[config.mk]
export PLATFORM = sky130hd
export DESIGN_NAME = fpu_wb_buffer
export DESIGN_NICKNAME = d
export VERILOG_FILES = /design/src/rtl/fpu_wb_buffer.sv
export SDC_FILE = /design/constraint.sdc
export NUM_CORES = 1
export LEC_CHECK = 0
export CAP_MARGIN = 25
export CORE_UTILIZATION = 60
export DETAILED_ROUTE_END_ITERATION = 10
export PLACE_DENSITY = 0.95
export SLEW_MARGIN = 20
export SYNTH_ARGS = -nofsm -noshare
export SYNTH_HDL_FRONTEND = slang
export SYNTH_SLANG_ARGS = --single-unit
[constraint.sdc]
create_clock -name clk -period 4.17 [get_ports clk]
set_input_delay 0.417 -clock clk [delete_from_list [all_inputs] [get_ports clk]]
set_output_delay 0.417 -clock clk [all_outputs]
set_load 0.01 [all_outputs]
[src/rtl/fpu_wb_buffer.sv]
// Writeback buffer for the fixed-latency FPU multiplier: tracks tags
// through a shadow pipe and queues {tag,result} for register writeback.
module fpu_wb_buffer #(
  parameter int LATENCY = 3,
  parameter int DEPTH   = 4,
  parameter int TAG_W   = 6,
  parameter int DATA_W  = 32
) (
  input  logic                     clk,
  input  logic                     rstn,
  input  logic                     issue_en,
  input  logic [TAG_W-1:0]         issue_tag,
  output logic                     issue_ok,
  input  logic                     fu_ready,
  input  logic [DATA_W-1:0]        fu_result,
  output logic                     wb_valid,
  output logic [TAG_W-1:0]         wb_tag,
  output logic [DATA_W-1:0]        wb_data,
  input  logic                     wb_ack,
  output logic [$clog2(DEPTH):0]   count,
  output logic                     err
);

  localparam int PW = $clog2(DEPTH);
  localparam int CW = PW + 1;
  localparam int SW = CW + 1;
  localparam int IW = $clog2(LATENCY + 1);

  logic [LATENCY-1:0] v_q, v_d;
  logic [TAG_W-1:0]   tag_q [LATENCY];
  logic [TAG_W-1:0]   tag_d [LATENCY];
  logic [IW-1:0]      infl_q, infl_d;
  logic [CW-1:0]      cnt_q, cnt_d;
  logic [PW-1:0]      wp_q, wp_d;
  logic [PW-1:0]      rp_q, rp_d;
  logic [TAG_W-1:0]   mt_q [DEPTH];
  logic [TAG_W-1:0]   mt_d [DEPTH];
  logic [DATA_W-1:0]  md_q [DEPTH];
  logic [DATA_W-1:0]  md_d [DEPTH];
  logic               err_q, err_d;

  logic          last_v;
  logic          full;
  logic          pop;
  logic          push;
  logic [SW-1:0] occ;

  always_comb begin
    last_v   = v_q[LATENCY-1];
    occ      = {1'b0, cnt_q} + SW'(infl_q);
    issue_ok = occ < SW'(DEPTH);
    full     = cnt_q == CW'(DEPTH);
    pop      = (cnt_q != '0) & wb_ack;
    // a full FIFO still accepts a capture if the head leaves on the same edge
    push     = last_v & (~full | pop);

    v_d      = '0;
    tag_d    = tag_q;
    v_d[0]   = issue_en;
    tag_d[0] = issue_tag;
    for (int i = 1; i < LATENCY; i++) begin
      v_d[i]   = v_q[i-1];
      tag_d[i] = tag_q[i-1];
    end

    infl_d = infl_q + IW'(issue_en) - IW'(last_v);
    cnt_d  = cnt_q + CW'(push) - CW'(pop);
    wp_d   = wp_q + PW'(push);
    rp_d   = rp_q + PW'(pop);

    mt_d = mt_q;
    md_d = md_q;
    if (push) begin
      mt_d[wp_q] = tag_q[LATENCY-1];
      md_d[wp_q] = fu_result;
    end

    err_d = err_q
          | (issue_en & ~issue_ok)
          | (last_v & ~fu_ready);
  end

  always_ff @(posedge clk or negedge rstn) begin
    if (!rstn) begin
      v_q    <= '0;
      infl_q <= '0;
      cnt_q  <= '0;
      wp_q   <= '0;
      rp_q   <= '0;
      err_q  <= 1'b0;
      for (int i = 0; i < LATENCY; i++) begin
        tag_q[i] <= '0;
      end
      for (int i = 0; i < DEPTH; i++) begin
        mt_q[i] <= '0;
        md_q[i] <= '0;
      end
    end else begin
      v_q    <= v_d;
      tag_q  <= tag_d;
      infl_q <= infl_d;
      cnt_q  <= cnt_d;
      wp_q   <= wp_d;
      rp_q   <= rp_d;
      mt_q   <= mt_d;
      md_q   <= md_d;
      err_q  <= err_d;
    end
  end

  assign wb_valid = cnt_q != '0;
  assign wb_tag   = mt_q[rp_q];
  assign wb_data  = md_q[rp_q];
  assign count    = cnt_q;
  assign err      = err_q;

endmodule

==> results of run 1 <==
## cells by family after synthesis
| kind of cell | share of synthesized area [%] |
|---|---|
| mux | 34.5 |
| fa+ha+maj | 1.41 |
| compound gates | 0.245 |
| flops | 59.8 |
| simple gates | 1.08 |
| xor+xnor | 0.687 |
| buf+inv | 2.21 |
## Yosys cell counts
cell	n	area (µm²)
and2_1	1	6.26
dfrtp_1	183	4580
xnor2_1	4	35.0
buf_6	3	33.8
nor4b_4	1	23.8
mux2_4	20	300
a21oi_1	1	5.00
or3_1	1	6.26
ha_1	7	87.6
mux2_2	129	1450
mux2_1	3	33.8
nor3_1	1	5.00
xor2_1	2	17.5
fa_1	1	20.0
nor3b_1	1	7.51
mux4_2	38	856
nor4bb_1	1	10.0
buf_2	15	75.1
o21ai_0	1	5.00
a311oi_1	1	8.76
buf_4	2	15.0
nand2_1	1	3.75
inv_1	8	30.0
nand2b_1	1	6.26
clkbuf_1	4	15.0
or4b_4	1	13.8
## cell type report
class | instances | share of cell area (%)
Clock buffer | 19 | 4.72
Clock inverter | 13 | 2.68
Inverter | 8 | 0.320
Multi-Input combinational cell | 216 | 31.2
Sequential cell | 183 | 48.9
Tap cell | 168 | 2.24
Timing Repair Buffer | 92 | 9.94
## worst reg2reg max path: stages (launching register included)
cell      delay [ns]
dfrtp_1         0.49
nor4b_4         0.49
nand2b_1        0.19
ha_1            0.23
inv_1           0.05
ha_1            0.13
inv_1           0.05
fa_1            0.37
xnor2_1         0.15
xnor2_1         0.14
## state kept, by name, summed over array words and instances, names as in the netlist
name / flops
md_q: 128
mt_q: 24
tag_d: 12
tag_q: 6
count: 3
v_q: 3
infl_q: 2
rp_q: 2
wp_q: 2
err: 1
## path summary, 6_finish.rpt
check / cells past startpoint / end / startpoint / slack (ns)
worst min-delay path: 1 / md_q[104]$_DFFE_PN0P_ / rstn / 0.06
worst min register to register: 0 / tag_d[3]$_DFF_PN0_ / tag_d[9]$_DFF_PN0_ / 0.35
min in group clk: 0 / tag_d[3]$_DFF_PN0_ / tag_d[9]$_DFF_PN0_ / 0.35
worst max register to register: 9 / count[2]$_DFF_PN0_ / count[1]$_DFF_PN0_ / 1.76
worst max-delay path: 3 / wb_data[25] / rp_q[0]$_DFF_PN0_ / 1.25
max in group asynchronous: 2 / md_q[32]$_DFFE_PN0P_ / rstn / 3.08
## stage by stage
stage / power [mW] / setup WS [ns] / util [%] / instance area [µm²]
6_report: 8.44 / 1.25 / 76.8 / 9380
5_1_grt: 8.84 / 1.12 / 76.8 / 9380
4_1_cts: 8.51 / 1.18 / 76.8 / 9380
3_5_place_dp: 6.59 / 1.33 / 71.1 / 8680
3_3_place_gp: 6.36 / 1.44 / 71.1 / 8680
2_1_floorplan: 5.17 / 1.81 / - / 7650
## power groups by stage
stage	Combinational [mW]	Clock, mW	Sequential, mW
after floorplan	2.26	0	2.91
after global placement	3.27	0	3.09
after detailed placement	3.39	0	3.19
after CTS	3.44	1.88	3.19
after global routing	3.60	1.96	3.29
final	3.40	1.86	3.18
## routing by layer
| layer | vias to the layer above | part of all wire, % | GRT usage [%] |
|---|---|---|---|
| met3 | 21 | 4.2 | 6.54 |
| met1 | 2211 | 41 | 32.5 |
| met4 | 0 | 1.5 | 9.00 |
| li1 | 1759 | - | - |
| met5 | - | 0 | 0 |
| met2 | 123 | 54 | 43.3 |
==> impl_metrics.env, run 1 <==
export IMPL_combPwrFrac_pct=40.3
export IMPL_post_cts_buffers=0
export IMPL_grt_max_degree=102
export IMPL_cap_violations=0
export IMPL_fin_nets=569
export IMPL_setup_violations=0
export IMPL_start_kind="flip-flop"
export IMPL_arrival_ns=2.50
export IMPL_dpl_hpwl_um=9100
export IMPL_rsz0062_at_grt="false"
export IMPL_row_count=40
export IMPL_worst_setup_path_end_kind="output port"
export IMPL_syn_to_final_growth_pct=22.5
export IMPL_critical_path_buf_inv_count=2
export IMPL_synth_cell_type_count=26
export IMPL_placed_cells=667
export IMPL_worst_pin_slew_ns=1.07
export IMPL_clockBufferDepth=2
export IMPL_ys_ff_latch=183
export IMPL_cts_hold_buf=0
export IMPL_first_pass_iters=5
export IMPL_slowest_delay_ns=0.59
export IMPL_synth_area_um2=7650
export IMPL_internal_power_mw=6.00
export IMPL_seq_power_share_pct=37.7
export IMPL_nFillCells=722
export IMPL_peakVddDrop_mv=0.512
export IMPL_path_clk_slew_ns=0.07
export IMPL_report_final_slew_viol_count=0
export IMPL_clock_sinks=183
export IMPL_netlist_instances=431
export IMPL_fin_cells=699
export IMPL_path_cells="buf_4, mux4_2, clkdlybuf4s50_1"
export IMPL_grt_first_pass_wirelength_um=24500
export IMPL_grt_overflow_total=0
export IMPL_die_width_um=115
export IMPL_slew_headroom_pct=29.0
export IMPL_yosysWarnings=0
export IMPL_min_period_ns=2.92
export IMPL_gp_congestion=0.686
export IMPL_initialDrtViolationCount=268
export IMPL_powerDensity_nw_per_um2=900
export IMPL_status="completed"
export IMPL_die_area_um2=13200
export IMPL_synth_seq_area_share_pct=59.8
export IMPL_core_um2=12200
export IMPL_crit_type="flip-flop to output port"
export IMPL_hold_viol_final=0
export IMPL_ctsResizeCount=0
export IMPL_multi_input_comb_area_um2=2930
export IMPL_required_ns=3.75
export IMPL_mostFrequentLayoutCell="dfrtp_1"
export IMPL_critical_path_slowest_cell="mux4_2"
export IMPL_most_common_layout_cells="dfrtp_1 (181), mux2_2 (129), clkdlybuf4s50_1 (85)"
export IMPL_wirelength_um=15000
export IMPL_io_buffers=86
export IMPL_regArea_um2=4580
export IMPL_pin_count=87
export IMPL_avgRoutedWirePerCell_um=21.4
export IMPL_initial_core_util_pct=62.7
export IMPL_cts_htree_levels=4
export IMPL_root_buffer="clkbuf_16"
export IMPL_finalClockSkew_ns=0.00537
export IMPL_tns_ns=0
export IMPL_syn_area_per_cell_um2=17.8
export IMPL_hold_path_class="primary input to async pin"
export IMPL_grt_pass1_vias=4589
export IMPL_cts_buffers=17
export IMPL_drc=0
export IMPL_diodes=0
export IMPL_whs_ns=0.0559
export IMPL_vias=4114
export IMPL_ant_nets=0
export IMPL_syn_nets=482
export IMPL_leakagePower_nw=3.95
export IMPL_clkLatencyLatePin_ns=0.43
export IMPL_cts_tree="yes"
export IMPL_fmax_mhz=343
export IMPL_path_max_fanout=15
export IMPL_antenna_found_initial=0
export IMPL_crit_family="buffers and inverters"
export IMPL_via_per_inst=5.89
export IMPL_switching_share_pct=28.9
export IMPL_finalCritPeriodShare_pct=70.0
export IMPL_grt_total_usage_pct=25.6
export IMPL_die_y_um=115
export IMPL_power_switching_mw=2.44
export IMPL_p_clk_share_pct=22.0
export IMPL_layout_drive_gt1_share_pct=43.7
No activity file was read; power rests on OpenSTA's default activity.
==> inputs of run 2 (changes only) <==
--- a/config.mk
+++ b/config.mk
@@ -6,9 +6,9 @@
 export NUM_CORES = 1
 export LEC_CHECK = 0
 export CAP_MARGIN = 25
-export CORE_UTILIZATION = 60
+export CORE_UTILIZATION = 56
 export DETAILED_ROUTE_END_ITERATION = 10
-export PLACE_DENSITY = 0.95
+export PLACE_DENSITY = 0.91
 export SLEW_MARGIN = 20
 export SYNTH_ARGS = -nofsm -noshare
 export SYNTH_HDL_FRONTEND = slang
==> constraint.sdc (replaced) <==
create_clock -name clk -period 2.95 [get_ports clk]
set_input_delay 0.295 -clock clk [delete_from_list [all_inputs] [get_ports clk]]
set_output_delay 0.295 -clock clk [all_outputs]
set_load 0.01 [all_outputs]
==> run 2 against run 1 <==
Effect of this change: cell count is 1.9% higher; utilization fell by 6.6 points; largest power group unchanged; critical path depth unchanged; clock power rose by 14%; critical path type unchanged; combinational power is 44% higher; die area rose by 7.0%.
==> impl_metrics.env, run 2 (synthesis results as in run 1) <==
export IMPL_hold_viol_final=0
export IMPL_path_cells="buf_4, mux4_2, clkdlybuf4s50_1"
export IMPL_grt_pass1_vias=4511
export IMPL_fmax_mhz=362
export IMPL_critical_path_slowest_cell="dfrtp_2"
export IMPL_hold_path_class="primary input to flip-flop"
export IMPL_crit_type="flip-flop to output port"
export IMPL_internal_power_mw=8.04
export IMPL_post_cts_buffers=0
export IMPL_wirelength_um=14100
export IMPL_clock_sinks=183
export IMPL_fin_nets=574
export IMPL_dpl_hpwl_um=8750
export IMPL_antenna_found_initial=0
export IMPL_cts_buffers=17
export IMPL_die_width_um=119
export IMPL_worst_slack_ns=0.185
export IMPL_path_max_fanout=24
export IMPL_pin_count=87
export IMPL_root_buffer="clkbuf_16"
export IMPL_grt_first_pass_wirelength_um=23700
export IMPL_min_period_ns=2.77
export IMPL_cap_violations=0
export IMPL_grt_total_usage_pct=22.3
export IMPL_placed_area_um2=8770
export IMPL_worst_setup_path_end_kind="output port"
export IMPL_powerDensity_nw_per_um2=1220
export IMPL_finalPower_mw=11.4
export IMPL_mostFrequentLayoutCell="dfrtp_1"
export IMPL_arrival_ns=2.47
export IMPL_pre_cts_ws_ns=0.219
export IMPL_worstRegToRegCells=9
export IMPL_grt_overflow_total=0
export IMPL_cts_htree_levels=4
export IMPL_core_um2=13300
export IMPL_cts_hold_buf=1
export IMPL_initialDrtViolationCount=238
export IMPL_report_final_slew_viol_count=0
export IMPL_holdPathStages=1
export IMPL_worstHoldStart="issue_tag[4]"
export IMPL_placed_cells=679
export IMPL_top_register="md_q"
export IMPL_die_area_um2=14100
export IMPL_switching_share_pct=29.6
export IMPL_combPwrFrac_pct=42.8
export IMPL_die_y_um=119
export IMPL_peakVddDrop_mv=0.504
export IMPL_grt_max_degree=83
export IMPL_gp_congestion=0.713
export IMPL_tns_ns=0
export IMPL_timing_rr_start="count[1]$_DFF_PN0_"
export IMPL_reg2reg_to="count[2]$_DFF_PN0_"
export IMPL_diodes=0
export IMPL_first_pass_iters=5
export IMPL_vias=4017
export IMPL_cts_tree="yes"
export IMPL_avgRoutedWirePerCell_um=19.8
export IMPL_ant_nets=0
export IMPL_clkLatencyLatePin_ns=0.42
export IMPL_via_per_inst=5.64
export IMPL_most_common_layout_cells="dfrtp_1 (181), mux2_2 (129), clkdlybuf4s50_1 (85)"
export IMPL_clockBufferDepth=2
export IMPL_row_count=42
export IMPL_rsz0062_at_grt="false"
export IMPL_power_switching_mw=3.37
export IMPL_slew_headroom_pct=52.0
export IMPL_worst_pin_slew_ns=0.720
export IMPL_whs_ns=0.304
export IMPL_leakagePower_nw=3.92
export IMPL_seq_power_share_pct=38.6
export IMPL_fin_cells=712
export IMPL_slowest_delay_ns=0.78
export IMPL_syn_to_final_growth_pct=22.0
export IMPL_status="completed"
export IMPL_layout_drive_gt1_share_pct=43.3
export IMPL_finalCritPeriodShare_pct=93.7
export IMPL_nFillCells=828
export IMPL_post_route_util_pct=70.2
export IMPL_initial_core_util_pct=57.6
export IMPL_rrSetupSlack_ns=0.52
export IMPL_io_buffers=86
export IMPL_path_clk_slew_ns=0.07
export IMPL_start_kind="flip-flop"
export IMPL_p_clk_share_pct=18.6
export IMPL_finalClockSkew_ns=0.00821
export IMPL_hold_path_endpoint="tag_d[10]$_DFF_PN0_"
export IMPL_ctsResizeCount=0
export IMPL_required_ns=2.65
export IMPL_stdcell_area_um2=9340
export IMPL_drc=0
export IMPL_largest_register_ffs=128
export IMPL_setup_violations=0
-- run 2: cell types whose count changed in the layout (fill, tap and decap cells not counted) --
cell	change
dlygate4sd3_1	+1
clkbuf_1	+4
buf_12	+4
bufinv_16	-6
inv_6	+1
clkinv_2	-2
clkinv_4	+3
-- run 2: worst max path at each step --
stage / startpoint / to / slack, ns
after floorplan: count[1]$_DFF_PN0_ / count[2]$_DFF_PN0_ / 0.59
after global placement: wb_ack / count[2]$_DFF_PN0_ / 0.33
after detailed placement: wb_ack / count[2]$_DFF_PN0_ / 0.22
after CTS: rp_q[1]$_DFF_PN0_ / wb_data[9] / 0.15
after global routing: rp_q[1]$_DFF_PN0_ / wb_data[9] / 0.08
final: rp_q[1]$_DFF_PN0_ / wb_data[9] / 0.18
-- run 2: power by group through the flow --
stage / combinational, mW / sequential [mW] / clock, mW
after global placement: 4.78 / 4.31 / 0
after CTS: 4.95 / 4.41 / 2.16
after global routing: 5.19 / 4.56 / 2.29
final: 4.88 / 4.40 / 2.12
after floorplan: 3.20 / 4.11 / 0
after detailed placement: 4.92 / 4.44 / 0
-- run 2: worst max-delay path, delay by kind of cell, from the launching register on --
family,cells,cell delay [ns]
buf+inv,2,0.92
flops,1,0.78
mux,1,0.35
-- run 2: routing by layer --
layer	vias up	part of all wire, %	GRT usage, %
met3	9	3.5	5.32
met2	78	53	36.3
li1	1772	-	-
met5	-	0	0
met4	0	1.0	7.04
met1	2158	42	29.9
-- run 2: cell type report --
cell class | instances | area [µm²] | area share (%)
clock buffers | 23 | 458 | 4.90
multi-input cells | 216 | 2930 | 31.4
well taps | 176 | 220 | 2.36
repair buffers | 97 | 1020 | 10.9
inverters | 8 | 30.0 | 0.322
flip-flops and latches | 183 | 4580 | 49.1
clock inverters | 9 | 96.3 | 1.03
==> inputs of run 3 (changes only) <==
--- a/config.mk
+++ b/config.mk
@@ -6,6 +6,7 @@
 export NUM_CORES = 1
 export LEC_CHECK = 0
 export CAP_MARGIN = 25
+export CORE_MARGIN = 8
 export CORE_UTILIZATION = 56
 export DETAILED_ROUTE_END_ITERATION = 10
 export PLACE_DENSITY = 0.91
==> run 3 against run 2 <==
Effect of this change: critical path depth did not move; cell count grew 0.14%; sequential power barely moved; critical path type unchanged; highest routed layer unchanged.
==> impl_metrics.env, run 3 (synthesis results as in run 1) <==
export IMPL_start_kind="flip-flop"
export IMPL_required_ns=2.65
export IMPL_placed_cells=680
export IMPL_fmax_mhz=355
export IMPL_cts_tree="yes"
export IMPL_initialDrtViolationCount=254
export IMPL_fin_cells=713
export IMPL_leakagePower_nw=3.96
export IMPL_grt_max_degree=83
export IMPL_worst_setup_path_end_kind="output port"
export IMPL_report_final_slew_viol_count=0
export IMPL_finalCritPeriodShare_pct=95.4
export IMPL_hold_viol_final=0
export IMPL_grt_overflow_total=0
export IMPL_nFillCells=817
export IMPL_clockBufferDepth=2
export IMPL_die_area_um2=17700
export IMPL_via_per_inst=5.70
export IMPL_finalClockSkew_ns=0.0102
export IMPL_grt_pass1_vias=4668
export IMPL_die_width_um=133
export IMPL_diodes=0
export IMPL_path_clk_slew_ns=0.07
export IMPL_finalPower_mw=11.7
export IMPL_worst_slack_ns=0.136
export IMPL_multi_input_comb_area_um2=2930
export IMPL_setup_violations=0
export IMPL_arrival_ns=2.52
export IMPL_pin_count=87
export IMPL_top_register="md_q"
export IMPL_syn_to_final_growth_pct=22.7
export IMPL_vias=4062
export IMPL_row_count=42
export IMPL_die_y_um=133
export IMPL_cts_htree_levels=4
export IMPL_grt_first_pass_wirelength_um=25100
export IMPL_post_route_util_pct=70.6
export IMPL_wirelength_um=15000
export IMPL_first_pass_iters=4
export IMPL_cap_violations=0
export IMPL_io_buffers=86
export IMPL_rsz0062_at_grt="false"
export IMPL_hold_path_class="primary input to flip-flop"
export IMPL_core_um2=13300
export IMPL_most_common_layout_cells="dfrtp_1 (181), mux2_2 (129), clkdlybuf4s50_1 (85)"
export IMPL_dpl_hpwl_um=9330
export IMPL_path_max_fanout=27
export IMPL_avgRoutedWirePerCell_um=21.0
export IMPL_mostFrequentLayoutCell="dfrtp_1"
export IMPL_clock_sinks=183
export IMPL_initial_core_util_pct=57.6
export IMPL_layout_drive_gt1_share_pct=44.3
export IMPL_antenna_found_initial=0
export IMPL_tns_ns=0
export IMPL_ctsResizeCount=0
export IMPL_pre_cts_ws_ns=0.266
export IMPL_powerDensity_nw_per_um2=1240
export IMPL_largest_register_ffs=128
export IMPL_peakVddDrop_mv=0.689
export IMPL_fin_nets=575
export IMPL_status="completed"
export IMPL_min_period_ns=2.81
export IMPL_grt_total_usage_pct=18.2
export IMPL_root_buffer="clkbuf_16"
export IMPL_regArea_um2=4580
export IMPL_slew_headroom_pct=48.8
export IMPL_clkLatencyLatePin_ns=0.43
export IMPL_crit_type="flip-flop to output port"
export IMPL_cts_buffers=17
export IMPL_worst_pin_slew_ns=0.767
export IMPL_drc=0
export IMPL_ant_nets=0
export IMPL_gp_congestion=0.716
run 3: cell type report:
| cell class | instances | share of cell area, % |
|---|---|---|
| Tap cell | 176 | 2.35 |
| Multi-Input combinational cell | 216 | 31.2 |
| Timing Repair Buffer | 98 | 10.7 |
| Sequential cell | 183 | 48.8 |
| Inverter | 8 | 0.320 |
| Clock inverter | 14 | 1.96 |
| Clock buffer | 18 | 4.68 |
run 3: power breakdown:
group          leakage (nW)  internal (mW)  switching [mW]
Clock                 0.310           1.38           0.996
Combinational          1.50           3.13            1.77
Sequential             2.15           3.67           0.714
Total                  3.96           8.19            3.48
run 3: final timing paths:
| path | start | endpoint | slack (ns) | cells past startpoint |
|---|---|---|---|---|
| hold / removal | issue_tag[2] | tag_d[8]$_DFF_PN0_ | 0.30 | 1 |
| hold reg to reg | tag_d[0]$_DFF_PN0_ | tag_q[0]$_DFF_PN0_ | 0.35 | 0 |
| setup reg to reg | count[1]$_DFF_PN0_ | count[2]$_DFF_PN0_ | 0.56 | 9 |
| setup / recovery | rp_q[1]$_DFF_PN0_ | wb_data[5] | 0.14 | 3 |
| max in group asynchronous | rstn | md_q[117]$_DFFE_PN0P_ | 1.60 | 3 |
| min in group asynchronous | rstn | count[0]$_DFF_PN0_ | 0.46 | 2 |
run 3: per-stage QoR:
stage	hold WS, ns	instance area, µm²
final	0.300	9390
after global routing	0.287	9390
after CTS	0.278	9390
after detailed placement	0.335	8760
after global placement	0.331	8760
after floorplan	-0.000591	7650
run 3: critical path, stage by stage (launching register included):
cell	delay [ns]
dfrtp_2	0.84
buf_4	0.37
mux4_2	0.37
clkdlybuf4s50_1	0.50
run 3: what timing repair did:
item | CTS | global route
hold endpoints to repair | 78 | 0
hold buffers | 1 | 0
setup buffers | 0 | 0
run 3: metal layers:
metal,wire length (µm),vias to the layer above,share of wire (%),GRT usage [%]
met3,565,17,3.8,5.19
met5,0,-,0,0
met4,218,0,1.5,6.94
met1,6400,2198,43,22.5
li1,-,1777,-,-
met2,7820,70,52,29.8
